===== src/rtl/apb3_master_arbiter.sv =====
// Two-requester round-robin arbiter driving a single APB3 master port (IDLE/SETUP/ACCESS).
// Optional ACCESS-phase timeout is compiled in with `define APB3_ARB_TIMEOUT_EN.
module apb3_master_arbiter #(
  parameter int N_BIT_DATA     = 32,
  parameter int N_BIT_ADDRESS  = 4,
  parameter int TIMEOUT_CYCLES = 16
) (
  input  logic                       PCLK,
  input  logic                       PRESET,
  // Requester side: a requester holds req_i and its fields stable until its
  // done_o pulse; done_o/rdata_o/err_o are a one-cycle response, zero otherwise.
  input  logic [1:0]                 req_i,
  input  logic [1:0]                 write_i,
  input  logic [2*N_BIT_ADDRESS-1:0] addr_i,
  input  logic [2*N_BIT_DATA-1:0]    wdata_i,
  output logic [1:0]                 gnt_o,
  output logic [1:0]                 done_o,
  output logic [N_BIT_DATA-1:0]      rdata_o,
  output logic                       err_o,
  output logic                       PSEL,
  output logic                       PENABLE,
  output logic                       PWRITE,
  output logic [N_BIT_ADDRESS-1:0]   PADDR,
  output logic [N_BIT_DATA-1:0]      PWDATA,
  input  logic [N_BIT_DATA-1:0]      PRDATA,
  input  logic                       PREADY,
  input  logic                       PSLVERR,
  output logic [1:0]                 state_o
);

  typedef enum logic [1:0] {
    IDLE   = 2'd0,
    SETUP  = 2'd1,
    ACCESS = 2'd2
  } state_e;

  state_e                    state_q, state_d;
  logic [1:0]                gnt_q, gnt_d;
  logic [1:0]                done_q, done_d;
  logic                      owner_q, owner_d;
  logic                      last_q, last_d;
  logic                      write_q, write_d;
  logic [N_BIT_ADDRESS-1:0]  addr_q, addr_d;
  logic [N_BIT_DATA-1:0]     wdata_q, wdata_d;
  logic [N_BIT_DATA-1:0]     rdata_q, rdata_d;
  logic                      err_q, err_d;
  logic [1:0]                elig;
  logic                      nxt;
  logic                      complete;
  logic                      start;
  logic                      timed_out;

`ifdef APB3_ARB_TIMEOUT_EN
  localparam int CW = $clog2(TIMEOUT_CYCLES + 1);
  logic [CW-1:0] cnt_q, cnt_d;

  // cnt_q = ACCESS cycles already spent before the current one
  assign timed_out = (state_q == ACCESS) && !PREADY && (cnt_q == CW'(TIMEOUT_CYCLES - 1));
  assign cnt_d     = ((state_q == ACCESS) && !complete) ? cnt_q + 1'b1 : '0;

  always_ff @(posedge PCLK or posedge PRESET) begin
    if (PRESET) cnt_q <= '0;
    else        cnt_q <= cnt_d;
  end
`else
  assign timed_out = 1'b0;
`endif

  always_comb begin
    state_d  = state_q;
    gnt_d    = gnt_q;
    owner_d  = owner_q;
    last_d   = last_q;
    write_d  = write_q;
    addr_d   = addr_q;
    wdata_d  = wdata_q;
    done_d   = '0;
    rdata_d  = '0;
    err_d    = 1'b0;
    // A requester in its done cycle is still holding a stale request.
    elig     = req_i & ~done_q;
    complete = (state_q == ACCESS) && (PREADY || timed_out);
    nxt      = (state_q == IDLE) ? (elig[~last_q] ? ~last_q : last_q) : ~owner_q;
    start    = ((state_q == IDLE) && (|elig)) || (complete && elig[~owner_q]);

    case (state_q)
      IDLE:    state_d = IDLE;
      SETUP:   state_d = ACCESS;
      ACCESS: begin
        if (complete) begin
          done_d[owner_q] = 1'b1;
          rdata_d         = (PREADY && !write_q) ? PRDATA : '0;
          err_d           = PREADY ? PSLVERR : 1'b1;
          state_d         = IDLE;
          gnt_d           = '0;
        end
      end
      default: state_d = IDLE;
    endcase

    if (start) begin
      state_d = SETUP;
      owner_d = nxt;
      last_d  = nxt;
      gnt_d   = 2'b01 << nxt;
      write_d = write_i[nxt];
      addr_d  = addr_i[nxt*N_BIT_ADDRESS +: N_BIT_ADDRESS];
      wdata_d = wdata_i[nxt*N_BIT_DATA +: N_BIT_DATA];
    end
  end

  // last_q resets to 1 so requester 0 is favoured first.
  always_ff @(posedge PCLK or posedge PRESET) begin
    if (PRESET) begin
      state_q <= IDLE;
      gnt_q   <= '0;
      done_q  <= '0;
      owner_q <= 1'b0;
      last_q  <= 1'b1;
      write_q <= 1'b0;
      addr_q  <= '0;
      wdata_q <= '0;
      rdata_q <= '0;
      err_q   <= 1'b0;
    end else begin
      state_q <= state_d;
      gnt_q   <= gnt_d;
      done_q  <= done_d;
      owner_q <= owner_d;
      last_q  <= last_d;
      write_q <= write_d;
      addr_q  <= addr_d;
      wdata_q <= wdata_d;
      rdata_q <= rdata_d;
      err_q   <= err_d;
    end
  end

  assign PSEL    = (state_q != IDLE);
  assign PENABLE = (state_q == ACCESS);
  assign PWRITE  = write_q;
  assign PADDR   = addr_q;
  assign PWDATA  = wdata_q;
  assign gnt_o   = gnt_q;
  assign done_o  = done_q;
  assign rdata_o = rdata_q;
  assign err_o   = err_q;
  assign state_o = state_q;

endmodule


===== config.mk =====
export PLATFORM = sky130hd
export DESIGN_NAME = apb3_master_arbiter
export DESIGN_NICKNAME = d
export VERILOG_FILES = /design/src/rtl/apb3_master_arbiter.sv
export SDC_FILE = /design/constraint.sdc
export NUM_CORES = 1
export LEC_CHECK = 0
export ABC_AREA = 1
export CAP_MARGIN = 10
export CORE_MARGIN = 3
export CORE_UTILIZATION = 35
export DETAILED_ROUTE_END_ITERATION = 7
export PLACE_DENSITY_LB_ADDON = 0.12
export SYNTH_ARGS = -nofsm -noshare
export SYNTH_HDL_FRONTEND = slang
export SYNTH_SLANG_ARGS = --single-unit

===== constraint.sdc =====
create_clock -name PCLK -period 2.4 [get_ports PCLK]
set_input_delay 0.48 -clock PCLK [delete_from_list [all_inputs] [get_ports PCLK]]
set_output_delay 0.48 -clock PCLK [all_outputs]
set_load 0.1 [all_outputs]

==> impl_metrics.csv <==
group,metric,value,unit
worst_setup_path,r2r-end,"PADDR[1]$_DFFE_PP0P_",
power,irDropWorstVdd,0.0008816,V
clock_tree,clock_path_buffers,2,
timing,clock.fmax,0.5457,GHz
layout,layout_common_cells,"nand2_1, clkdlybuf4s50_1, buf_4, nand3_1, dfrtp_1",
placement,gp_congestion,0.7692,
clock_tree,holdBufCountCts,0,
layout,syn2layout_area_growth,53.11,%
clock_tree,cts-root-buf,"clkbuf_8",
worst_setup_path,endpoint,"PSEL",
power,p_leak,3.029,nW
min_path,hp-class,"register to register",
synth,synth_area,0.003762,mm^2
placement,place_hpwl,7.648,mm
detailed_routing,drt-total-wl,10.48,mm
die,core_area,0.01037,mm^2
global_routing,grt_util_all_layers,0.1729,
detailed_routing,avgRoutedWirePerCell,13.83,um
synth,seq_area_frac_synth,0.5191,
die,die_w,109.7,um
power,p_per_area,1612,mW/mm^2
detailed_routing,firstDrtPassIters,4,
clock_tree,clkTransAtPathRegs,70,ps
die,fp.dieArea,0.01203,mm^2
worst_setup_path,worstPathCellList,"nor2_2 -> inv_2 -> buf_4",
timing,hold_viol,0,
timing,setup_viol,0,
layout,layout-drive-gt1-share,0.2347,
layout,finalNetCount,729,
clock_tree,h-tree-depth,3,
detailed_routing,drc,0,
timing,tightest_slew,935.2,ps
timing,min_period,1832,ps
run,maxCapViolCount,0,
synth,ys_warn_count,0,
worst_setup_path,crit_required,1920,ps
worst_setup_path,crit_path_max_incr_delay,450,ps
clock_tree,cts.sinks,78,
placement,io_buffer_count,189,
timing,tns,0,ps
detailed_routing,via_count,3423,
clock_tree,clock_latency,350,ps
synth,syn_inst,434,
global_routing,grt_pass1_wl,16.22,mm
detailed_routing,vias_per_cell,4.516,
timing,period_share,0.7635,
worst_setup_path,startpoint,"state_o[0]$_DFFE_PP0P_",
timing,timing.final.max_slew_violations,0,
layout,final_common_cell,"nand2_1",
worst_setup_path,arrival,1350,ps
synth,synth-seq-cells,78,
run_status,status,"complete, no violations",
clock_tree,post_cts_buffers,0,
worst_setup_path,critical_path_class,"register to output port",
die,die_h,109.7,um
worst_setup_path,cpLargestDelayFamily,"flip-flops",
synth,syn_area_per_cell,8.669,um^2
worst_setup_path,critPathCaptureType,"output port",
global_routing,grt_max_degree,42,
worst_setup_path,rr_startpoint,"state_o[0]$_DFFE_PP0P_",
clock_tree,cts_buffers,9,
worst_setup_path,critPathSlowestCell,"dfrtp_1",
worst_setup_path,ff2ff_setup_slack,660,ps
clock_tree,cts_tree,"yes",
worst_setup_path,start_kind,"register",
detailed_routing,drt_iter0_drc,187,
clock_tree,cts-resized-gates,0,
detailed_routing,ant_nets,0,
synth,ys_types,23,
timing,relSlewSlack,0.3765,
worst_setup_path,crit_buf_inv,2,
global_routing,overflow,0,
worst_setup_path,critPathMaxFanout,5,
timing,grt_setup_unrepaired,"no",
die,initial_core_util,0.3628,
die,ios,190,
worst_setup_path,reg2reg_depth,8,
placement,dpl_cell_area,0.005537,mm^2
layout,stdcell_area,0.005761,mm^2
global_routing,antenna_found_initial,0,
global_routing,grt_pass1_vias,3385,
layout,antenna_cells,0,
synth,syn-num-nets,546,
die,rows,37,
timing,finalClockSkew,14.40,ps
worst_setup_path,critical_path_cell_count,3,
synth_stat cells (all sizes together):
cell	count	area (um^2)
dfrtp	77	1927
a21o	1	7.510
buf	24	193.9
nand2	165	634.4
o21ai	2	10.00
clkbuf	1	3.750
or2	1	6.260
inv	43	163.9
nor3	1	5.000
nand3	81	410.4
dfstp	1	26.28
nor2	37	374.1
power by group:
| group | leakage, nW | internal (mW) | switching (mW) | total [mW] |
|---|---|---|---|---|
| Sequential | 1.01 | 1.75 | 0.233 | 1.99 |
| Clock | 0.113 | 0.617 | 0.482 | 1.10 |
| Combinational | 1.90 | 1.42 | 4.79 | 6.20 |
| Total | 3.03 | 3.79 | 5.50 | 9.29 |
per-stage QoR:
stage          hold slack [ps]  std cells  total power [mW]  utilization  setup WS (ps)
2_1_floorplan            465.6        434             6.892            -          36.61
3_3_place_gp             463.6        742             8.213       0.5339          300.6
3_5_place_dp             466.2        742             8.271       0.5339          269.1
4_1_cts                  486.2        758             9.394       0.5555          534.5
5_1_grt                  507.7        758             9.847       0.5555          403.0
6_report                 481.9        758             9.286       0.5555          567.5
final cells by class:
cell class / count / area (um^2)
inverter: 43 / 167.7
tap: 136 / 170.2
timing repair buffer: 197 / 1794
clock buffer: 11 / 141.4
multi-input combinational: 288 / 1450
clock inverter: 5 / 82.58
fill: 983 / 4609
sequential: 78 / 1954
worst reg2reg max path, stage by stage (launching register included):
cell,delay (ps)
dfrtp_1,450
nor2_2,220
inv_2,100
nand2_2,340
buf_4,280
nand3_1,100
nand2_1,90
nand2_1,50
nand2_1,50
how the worst min path moves through the flow:
stage / start / to / slack (ps) / cells after the start
after floorplan: owner_q$_DFFE_PP0P_ / done_o[0]$_DFF_PP0_ / 470 / 1
after global placement: PWDATA[22]$_DFFE_PP0P_ / PWDATA[22]$_DFFE_PP0P_ / 460 / 2
after detailed placement: PWDATA[13]$_DFFE_PP0P_ / PWDATA[13]$_DFFE_PP0P_ / 470 / 2
after CTS: PWDATA[13]$_DFFE_PP0P_ / PWDATA[13]$_DFFE_PP0P_ / 490 / 2
after global routing: PWDATA[30]$_DFFE_PP0P_ / PWDATA[30]$_DFFE_PP0P_ / 510 / 2
final: PWDATA[30]$_DFFE_PP0P_ / PWDATA[30]$_DFFE_PP0P_ / 480 / 2
kinds of logic after synthesis:
logic type,share of synthesized area
flops,0.5191
buf+inv,0.09611
simple gates,0.3801
compound gates,0.004654
flip-flops by register name, indices dropped and copies added (netlist names):
register	flops
PWDATA	32
PWRITE	1
last_q	1
owner_q	1
gnt_o	2
done_o	2
PADDR	4
state_o	2
err_o	1
rdata_o	32
metal layers:
layer	routed length, um	share of wire	global-route usage
met5	0	0	0
met1	4298	0.41	0.2048
met3	1073	0.10	0.05813
met4	90	0.0086	0.05343
met2	5020	0.48	0.2964
No activity file was read; power rests on OpenSTA's default activity.
